$ cat config.mk
export PLATFORM = sky130hd
export DESIGN_NAME = cla_adder_pipe
export DESIGN_NICKNAME = d
export VERILOG_FILES = /design/src/rtl/cla_pkg.sv /design/src/rtl/cla_lookahead_unit.sv /design/src/rtl/cla_adder_pipe.sv
export SDC_FILE = /design/constraint.sdc
export NUM_CORES = 1
export LEC_CHECK = 0
export CAP_MARGIN = 15
export CORE_MARGIN = 3
export CORE_UTILIZATION = 46
export DETAILED_ROUTE_END_ITERATION = 6
export GPL_TIMING_DRIVEN = 1
export PLACE_DENSITY_LB_ADDON = 0.15
export SLEW_MARGIN = 20
export SYNTH_ARGS = -nofsm -noshare
export SYNTH_HDL_FRONTEND = slang
export SYNTH_SLANG_ARGS = --single-unit
$ cat constraint.sdc
create_clock -name clk -period 3.57 [get_ports clk]
set_input_delay 0.714 -clock clk [delete_from_list [all_inputs] [get_ports clk]]
set_output_delay 0.714 -clock clk [all_outputs]
set_load 0.05 [all_outputs]
$ cat src/rtl/cla_pkg.sv
// Shared types and carry-lookahead helper functions for the pipelined CLA adder.
// Vectors are sized to the largest supported configuration; callers pass the active count.
package cla_pkg;

  localparam int unsigned MAX_GROUP = 16;
  localparam int unsigned MAX_NGRP  = 32;
  localparam int unsigned DEF_WIDTH = 32;
  localparam int unsigned DEF_GROUP = 4;
  localparam int unsigned DEF_NGRP  = DEF_WIDTH / DEF_GROUP;

  typedef logic [MAX_NGRP-1:0]  grp_vec_t;
  typedef logic [MAX_NGRP:0]    carry_vec_t;
  typedef logic [MAX_GROUP-1:0] grp_bits_t;

  typedef struct packed {
    logic p;
    logic g;
  } pg_t;

  // Group propagate/generate over the low n bits; G ripples from the LSB upward.
  function automatic pg_t grp_pg(input grp_bits_t a, input grp_bits_t b, input int unsigned n);
    pg_t r;
    r.p = 1'b1;
    r.g = 1'b0;
    for (int unsigned i = 0; i < MAX_GROUP; i++) begin
      if (i < n) begin
        r.g = (a[i] & b[i]) | ((a[i] ^ b[i]) & r.g);
        r.p = r.p & (a[i] ^ b[i]);
      end
    end
    return r;
  endfunction

  // Flattened sum-of-products carries: c[k+1] = G[k] | P[k]G[k-1] | ... | P[k..0]cin.
  function automatic carry_vec_t lookahead(input grp_vec_t p, input grp_vec_t g,
                                           input logic cin, input int unsigned n);
    carry_vec_t c;
    logic       term;
    logic       pacc;
    c    = '0;
    c[0] = cin;
    for (int unsigned k = 0; k < MAX_NGRP; k++) begin
      if (k < n) begin
        term = g[k];
        pacc = p[k];
        for (int j = int'(k) - 1; j >= 0; j--) begin
          term = term | (pacc & g[j]);
          pacc = pacc & p[j];
        end
        c[k+1] = term | (pacc & cin);
      end
    end
    return c;
  endfunction

endpackage

$ cat src/rtl/cla_lookahead_unit.sv
// Single-level lookahead generator: group P/G plus cin in, group carries and word P/G out.
module cla_lookahead_unit
  import cla_pkg::*;
#(
  parameter int unsigned NGRP = DEF_NGRP
) (
  input  logic [NGRP-1:0] grp_p,
  input  logic [NGRP-1:0] grp_g,
  input  logic            cin,
  output logic [NGRP:0]   carry_c,
  output logic            word_p_c,
  output logic            word_g_c
);

  carry_vec_t carry_full_c;
  carry_vec_t gen_full_c;
  logic       unused_c;

  assign carry_full_c = lookahead(grp_vec_t'(grp_p), grp_vec_t'(grp_g), cin, NGRP);
  // Word generate is the top carry with cin forced low, so it cascades independently of cin.
  assign gen_full_c   = lookahead(grp_vec_t'(grp_p), grp_vec_t'(grp_g), 1'b0, NGRP);

  assign carry_c  = carry_full_c[NGRP:0];
  assign word_g_c = gen_full_c[NGRP];
  assign word_p_c = &grp_p;
  assign unused_c = ^{carry_full_c, gen_full_c};

endmodule

$ cat src/rtl/cla_adder_pipe.sv
// Two-stage pipelined carry-lookahead adder with valid/ready on both sides.
// Optional zero/overflow flags are built when CLA_FLAGS_EN is defined.
module cla_adder_pipe
  import cla_pkg::*;
#(
  parameter int unsigned WIDTH = DEF_WIDTH,
  parameter int unsigned GROUP = DEF_GROUP
) (
  input  logic             clk,
  input  logic             reset_n,
  input  logic             flush,
  input  logic             in_valid,
  output logic             in_ready,
  input  logic [WIDTH-1:0] in_a,
  input  logic [WIDTH-1:0] in_b,
  input  logic             in_cin,
  output logic             out_valid,
  input  logic             out_ready,
  output logic [WIDTH-1:0] out_sum,
  output logic             out_cout,
  output logic             out_p,
  output logic             out_g
`ifdef CLA_FLAGS_EN
  ,
  output logic             out_zero,
  output logic             out_ovf
`endif
);

  localparam int unsigned NGRP = WIDTH / GROUP;

  if ((WIDTH % GROUP) != 0) begin : g_bad_width
    $error("cla_adder_pipe: WIDTH must be a multiple of GROUP");
  end
  if ((GROUP > MAX_GROUP) || (NGRP > MAX_NGRP)) begin : g_bad_size
    $error("cla_adder_pipe: GROUP or WIDTH/GROUP exceeds package limits");
  end

  logic             s1_valid;
  logic [WIDTH-1:0] s1_a;
  logic [WIDTH-1:0] s1_b;
  logic             s1_cin;
  logic [NGRP-1:0]  s1_gp;
  logic [NGRP-1:0]  s1_gg;

  logic             adv2_c;
  logic             ready_c;
  logic             fire_c;
  logic [NGRP-1:0]  grp_p_c;
  logic [NGRP-1:0]  grp_g_c;
  logic [NGRP:0]    carry_c;
  logic             word_p_c;
  logic             word_g_c;
  logic [WIDTH-1:0] bit_p_c;
  logic [WIDTH-1:0] bit_cin_c;
  logic [WIDTH-1:0] sum_c;

  // Handshake: ready depends only on pipeline state and out_ready.
  assign adv2_c   = !out_valid | out_ready;
  assign ready_c  = !s1_valid | adv2_c;
  assign in_ready = reset_n & ready_c;
  assign fire_c   = in_valid & ready_c;

  // Stage 1 combinational: per-group P/G from the incoming operands.
  for (genvar k = 0; k < NGRP; k++) begin : g_grp
    pg_t pg_c;
    assign pg_c = grp_pg(grp_bits_t'(in_a[k*GROUP +: GROUP]),
                         grp_bits_t'(in_b[k*GROUP +: GROUP]), GROUP);
    assign grp_p_c[k] = pg_c.p;
    assign grp_g_c[k] = pg_c.g;
  end

  cla_lookahead_unit #(.NGRP(NGRP)) u_lookahead (
    .grp_p    (s1_gp),
    .grp_g    (s1_gg),
    .cin      (s1_cin),
    .carry_c  (carry_c),
    .word_p_c (word_p_c),
    .word_g_c (word_g_c)
  );

  // Stage 2 combinational: short ripple inside each group seeded by the lookahead carry.
  assign bit_p_c = s1_a ^ s1_b;
  for (genvar k = 0; k < NGRP; k++) begin : g_sum
    for (genvar i = 0; i < GROUP; i++) begin : g_bit
      localparam int unsigned IDX = k * GROUP + i;
      if (i == 0) begin : g_base
        assign bit_cin_c[IDX] = carry_c[k];
      end else begin : g_rip
        assign bit_cin_c[IDX] = (s1_a[IDX-1] & s1_b[IDX-1]) | (bit_p_c[IDX-1] & bit_cin_c[IDX-1]);
      end
      assign sum_c[IDX] = bit_p_c[IDX] ^ bit_cin_c[IDX];
    end
  end

  // Stage 1 register: payload loads on any accept; flush only kills the valid bit.
  always_ff @(posedge clk or negedge reset_n) begin
    if (!reset_n) begin
      s1_valid <= 1'b0;
      s1_a     <= '0;
      s1_b     <= '0;
      s1_cin   <= 1'b0;
      s1_gp    <= '0;
      s1_gg    <= '0;
    end else begin
      if (flush) begin
        s1_valid <= 1'b0;
      end else if (ready_c) begin
        s1_valid <= in_valid;
      end
      if (fire_c) begin
        s1_a   <= in_a;
        s1_b   <= in_b;
        s1_cin <= in_cin;
        s1_gp  <= grp_p_c;
        s1_gg  <= grp_g_c;
      end
    end
  end

  // Stage 2 register: held while stalled so the presented result stays stable.
  always_ff @(posedge clk or negedge reset_n) begin
    if (!reset_n) begin
      out_valid <= 1'b0;
      out_sum   <= '0;
      out_cout  <= 1'b0;
      out_p     <= 1'b0;
      out_g     <= 1'b0;
    end else begin
      if (flush) begin
        out_valid <= 1'b0;
      end else if (adv2_c) begin
        out_valid <= s1_valid;
      end
      if (adv2_c && s1_valid) begin
        out_sum  <= sum_c;
        out_cout <= carry_c[NGRP];
        out_p    <= word_p_c;
        out_g    <= word_g_c;
      end
    end
  end

`ifdef CLA_FLAGS_EN
  always_ff @(posedge clk or negedge reset_n) begin
    if (!reset_n) begin
      out_zero <= 1'b0;
      out_ovf  <= 1'b0;
    end else if (adv2_c && s1_valid) begin
      out_zero <= (sum_c == '0);
      out_ovf  <= (s1_a[WIDTH-1] == s1_b[WIDTH-1]) && (sum_c[WIDTH-1] != s1_a[WIDTH-1]);
    end
  end
`endif

endmodule

* Yosys cells after proc, flatten, opt, wreduce, memory -nomap -nowiden *
Cells that the tools add are included.

cells by class
  bitwise logic cells = 345
  mux-type cells = 4
  reductions and logical operators = 6

operators with widths
  cell                 number
  $and A1 B1 Y1        194
  $or A1 B1 Y1         86
  $xor A1 B1 Y1        64
  $xor A32 B32 Y32     1
  $reduce_and A8 Y1    1
  $mux W1              4
  $reduce_bool A2 Y1   2
  $logic_not A1 Y1     2
  $logic_and A1 B1 Y1  1

storage, ports and cells
  input port bits = 70
  register bits after elaboration = 118
  word-level logic and storage cells = 366
  output and inout port bits = 37

* Longest topological paths before layout *
  word-level depth = 15
  gate-level depth with buffers = 10
  mapped depth without buffers = 10

* By module *
From an unflattened synthesis, not the netlist that was laid out.

unflattened totals
  cells, all modules = 443
  area total of the unflattened synthesis = 6288.5 um^2

by module, submodules not included
  module              area each (um^2)  instances  cells each  seq. area each (um^2)
  cla_adder_pipe      6104.6            1          415         2952.8
  cla_lookahead_unit  183.9             1          28          0.0

* Worst setup path before layout *
OpenSTA, ideal clock, no wires.

  path kind = reg2reg
  from = reg s1_gp[1]
  to = reg out_sum[31]
  period minus slack after synthesis = 2644 ps
  setup slack = 926 ps
  path buffers = 0
  setup time = 134 ps
  data required time = 3436 ps
  stages on the path, launching flop included = 11
  arrival = 2510 ps
  cell sequence = dfrtp_1 a21oi_1 o221a_2 o21ai_1 a21o_1 fa_1 fa_1 fa_1 xor2_1 xnor2_1 o21ai_0

on the way
  word-level cells in the longest chain between the ends = 11
  elaborated cells between the ends (all ways) = 13
  those cells by class = bitwise: 13

RTL lines
  element                                               RTL line               source
  from (decl)                                           cla_adder_pipe.sv:43   logic [NGRP-1:0] s1_gp;
  from (signal assigned)                                cla_adder_pipe.sv:115  s1_gp <= grp_p_c;
  $and A1 B1 Y1 (*)                                     --
  $and A1 B1 Y1                                         --
  $or A1 B1 Y1 / $and A1 B1 Y1 (equally long branches)  --
  $or A1 B1 Y1 (*)                                      cla_pkg.sv:50          c[k+1] = term | (pacc & cin);
  $and A1 B1 Y1 (*)                                     cla_adder_pipe.sv:90   assign bit_cin_c[IDX] = (s1_a[IDX-1] & s1_b[IDX-1]) | (bit_p_c[IDX-1] & bit_cin_c[IDX-1]);
  $or A1 B1 Y1 (*)                                      cla_adder_pipe.sv:90
  $and A1 B1 Y1 (*)                                     cla_adder_pipe.sv:90
  $or A1 B1 Y1 (*)                                      cla_adder_pipe.sv:90
  $and A1 B1 Y1 (*)                                     cla_adder_pipe.sv:90
  $or A1 B1 Y1 (*)                                      cla_adder_pipe.sv:90
  $xor A1 B1 Y1 (*)                                     cla_adder_pipe.sv:92   assign sum_c[IDX] = bit_p_c[IDX] ^ bit_cin_c[IDX];
  to (signal assigned)                                  cla_adder_pipe.sv:136  out_sum <= sum_c;
  to (decl)                                             cla_adder_pipe.sv:19   output logic [WIDTH-1:0] out_sum,

Every way passes the cells marked *; elsewhere a longest branch is shown, timed or not.
A chain may end at the register's enable or synchronous reset.

* Worst setup path after layout *
  from = in out_ready
  to = out in_ready

on the way
  word-level cells in the longest chain between the ends = 3

RTL lines
  element        RTL line              source
  from (decl)    cla_adder_pipe.sv:18  input logic out_ready,
  $or A1 B1 Y1   cla_adder_pipe.sv:59  assign adv2_c = !out_valid | out_ready;
  $or A1 B1 Y1   cla_adder_pipe.sv:60  assign ready_c = !s1_valid | adv2_c;
  $and A1 B1 Y1  cla_adder_pipe.sv:61  assign in_ready = reset_n & ready_c;
  to (decl)      cla_adder_pipe.sv:13  output logic in_ready,

No other way between the ends.

==> impl_metrics.json <==
{
  "final_cells": 709,
  "cts_sinks": 118,
  "multiInputGateArea_um2": 2680,
  "crit_type": "in -> out",
  "yosysWarnings": 0,
  "io_pins": 107,
  "holdBufCountCts": 0,
  "syn2layout_area_growth_pct": 30.6,
  "grt_pass1_vias": 3917,
  "crit_slowest_cell": "clkdlybuf4s50_1",
  "slew_violations": 0,
  "worst_pin_slew_ns": 0.835,
  "final_common_cell": "dfrtp_1",
  "irDropWorstVdd_mv": 0.473,
  "clkTransAtPathRegs_ns": 0.05,
  "core-area_um2": 12100,
  "hold_path.class": "in -> async",
  "end_kind": "output pin",
  "first_iter_violations": 140,
  "stdcell_area_um2": 7520,
  "critPathLaunch": "out_ready",
  "setup.worst_path.start_class": "primary input",
  "syn_area_per_cell_um2": 13.9,
  "r2r_cells": 10,
  "antenna_found_initial": 0,
  "final_nets": 655,
  "numPlacedInstances": 678,
  "cellPowerDensity_nw_per_um2": 665,
  "max_stage_delay_ns": 0.80,
  "cp_top_family": "buffers and inverters",
  "finalHoldViolCount": 0,
  "dp.final_hpwl_mm": 8.06,
  "worstPathRequired_ns": 2.86,
  "cts_buffers": 17,
  "start_util": 0.476,
  "grt_setup_unrepaired": "no",
  "clk_latency_ns": 0.40,
  "place_ws_ns": 0.568,
  "relSlewSlack": 0.443,
  "die_w_um": 118,
  "ys_types": 27,
  "placedInstanceArea_um2": 6970,
  "p_leak_nw": 3.35,
  "tritoncts": "done",
  "synth_nets": 541,
  "postCtsSetupBuffers": 0,
  "via_per_inst": 5.01,
  "syn_inst": 415,
  "numPortBuffers": 106,
  "endpoint": "in_ready",
  "final-seq-area_um2": 2950,
  "drive_above_1_share": 0.213,
  "setup_tns_ns": 0,
  "fmax_mhz": 333,
  "yosysSeqAreaShare": 0.513,
  "wl_per_cell_um": 15.7,
  "cpMostUsedCell": "clkdlybuf4s50_1",
  "path_max_fanout": 3,
  "cts_resized": 0,
  "ant_nets": 0,
  "num_rows": 40,
  "cp_num_buf_inv": 2,
  "die_h_um": 118,
  "status": "complete, no violations",
  "cp_cell_sequence": "clkdlybuf4s50_1 -> nand3b_2 -> and2_1 -> clkdlybuf4s50_1",
  "cp.depth": 4,
  "fin_util": 0.621,
  "ys_ff_latch": 118,
  "grt_pass1_wl_mm": 19.1,
  "final_cell_mix": "dfrtp_1, clkdlybuf4s50_1, mux2_2",
  "layout_min_cycle_time_ns": 3.00,
  "die_area_um2": 13900,
  "track_usage": 0.173,
  "max-cap-violations": 0,
  "nFillCells": 972,
  "setup_slack_ns": 0.571,
  "syn_area_um2": 5760,
  "htree_levels": 4,
  "clk_path_buf_depth": 2,
  "post-route-drc-count": 0,
  "setup_viol": 0,
  "grt_start_max_net_pins": 65,
  "ff2ff_setup_slack_ns": 0.69,
  "wl_mm": 11.1,
  "fin_crit_sh": 0.840,
  "insertedDiodeCount": 0,
  "rr_startpoint": "s1_gp[1]$_DFFE_PN0P_",
  "r2r_end": "out_sum[31]$_DFFE_PN0P_",
  "vias": 3552,
  "root_buffer": "clkbuf_16",
  "firstDrtPassIters": 4,
  "grt.overflow.total": 0,
  "skew_ns": 0.00590,
  "worstPathArrival_ns": 2.29,
  "place_congestion": 0.787
}
## cell families (layout without fill, tap and decap cells)
| group | Yosys count | in the layout | share of synthesized area |
|---|---|---|---|
| flip-flops | 118 | 118 | 0.513 |
| multiplexers | 88 | 88 | 0.176 |
| adder cells (fa/ha/maj) | 56 | 56 | 0.153 |
| buffers and inverters | 21 | 147 | 0.0230 |
| XOR/XNOR | 16 | 16 | 0.0243 |
| AO/OA/AOI/OAI | 68 | 68 | 0.0713 |
| AND/OR/NAND/NOR | 48 | 48 | 0.0398 |
## flip-flops by register name (all words and copies together), names as in the netlist, 8 cells and up
signal	count
s1_b	32
s1_gg	8
out_sum	32
s1_a	32
s1_gp	8
## power breakdown
part / internal (W) / total (W) / leakage, nW / switching, W
combinational: 0.000686 / 0.00164 / 1.66 / 0.000958
sequential: 0.00160 / 0.00176 / 1.42 / 0.000160
clock: 0.00104 / 0.00159 / 0.274 / 0.000549
## synthesized netlist by cell type
cell	n	area, um2
and2_1	1	6.26
o221a_2	1	11.3
mux2_4	6	90.1
buf_4	5	37.5
nand3b_2	1	11.3
o21ai_0	29	145
clkbuf_1	2	7.51
o21ai_1	1	5.00
nand4_1	9	56.3
o41ai_2	1	16.3
a21o_1	21	158
nand2_2	1	6.26
ha_1	32	400
nand2_1	31	116
nand2b_4	1	13.8
a21oi_1	15	75.1
nor2_1	3	11.3
fa_1	24	480
buf_6	4	45.0
xor2_1	8	70.1
xnor2_1	8	70.1
dfrtp_1	118	2950
buf_2	4	20.0
inv_1	6	22.5
mux2_2	74	833
and2b_1	1	7.51
mux2_1	8	90.1
## final cells by class
cell class                 count  share of cell area
clock buffer                  28              0.0687
clock inverter                 3             0.00532
inverter                       6             0.00299
multi-input combinational    276               0.356
sequential                   118               0.393
tap                          168              0.0279
timing repair buffer         110               0.146
## metal layers
layer | up-vias | GRT usage | wire length [um]
met3 | 9 | 0.0591 | 476
met5 | - | 0 | 0
met4 | 0 | 0.0505 | 94
li1 | 1697 | - | -
met2 | 67 | 0.287 | 5620
met1 | 1779 | 0.215 | 4920
## worst register-to-register path, stage by stage, from the launching register on
cell and delay, ns:
dfrtp_1 0.40, a21oi_1 0.20, o221a_2 0.24, o21ai_1 0.12
a21o_1 0.22, fa_1 0.39, fa_1 0.40, fa_1 0.38
xor2_1 0.17, xnor2_1 0.13, o21ai_0 0.08
## metrics by stage
step / power, W / hold slack (ns)
CTS: 0.00507 / 0.487
detailed placement: 0.00345 / 0.475
global route: 0.00525 / 0.509
global placement: 0.00343 / 0.467
finish: 0.00500 / 0.464
floorplan: 0.00285 / 0.418
## worst min-delay path by stage
stage,start,to,cells after the start
4_1_cts,reset_n,out_sum[16]$_DFFE_PN0P_,2
3_5_place_dp,s1_gg[5]$_DFFE_PN0P_,s1_gg[5]$_DFFE_PN0P_,2
5_1_grt,out_sum[11]$_DFFE_PN0P_,out_sum[11]$_DFFE_PN0P_,2
6_report,reset_n,out_sum[16]$_DFFE_PN0P_,2
2_1_floorplan,reset_n,out_cout$_DFFE_PN0P_,0
3_3_place_gp,out_p$_DFFE_PN0P_,out_p$_DFFE_PN0P_,2
Power figures use the tool's default switching activity.
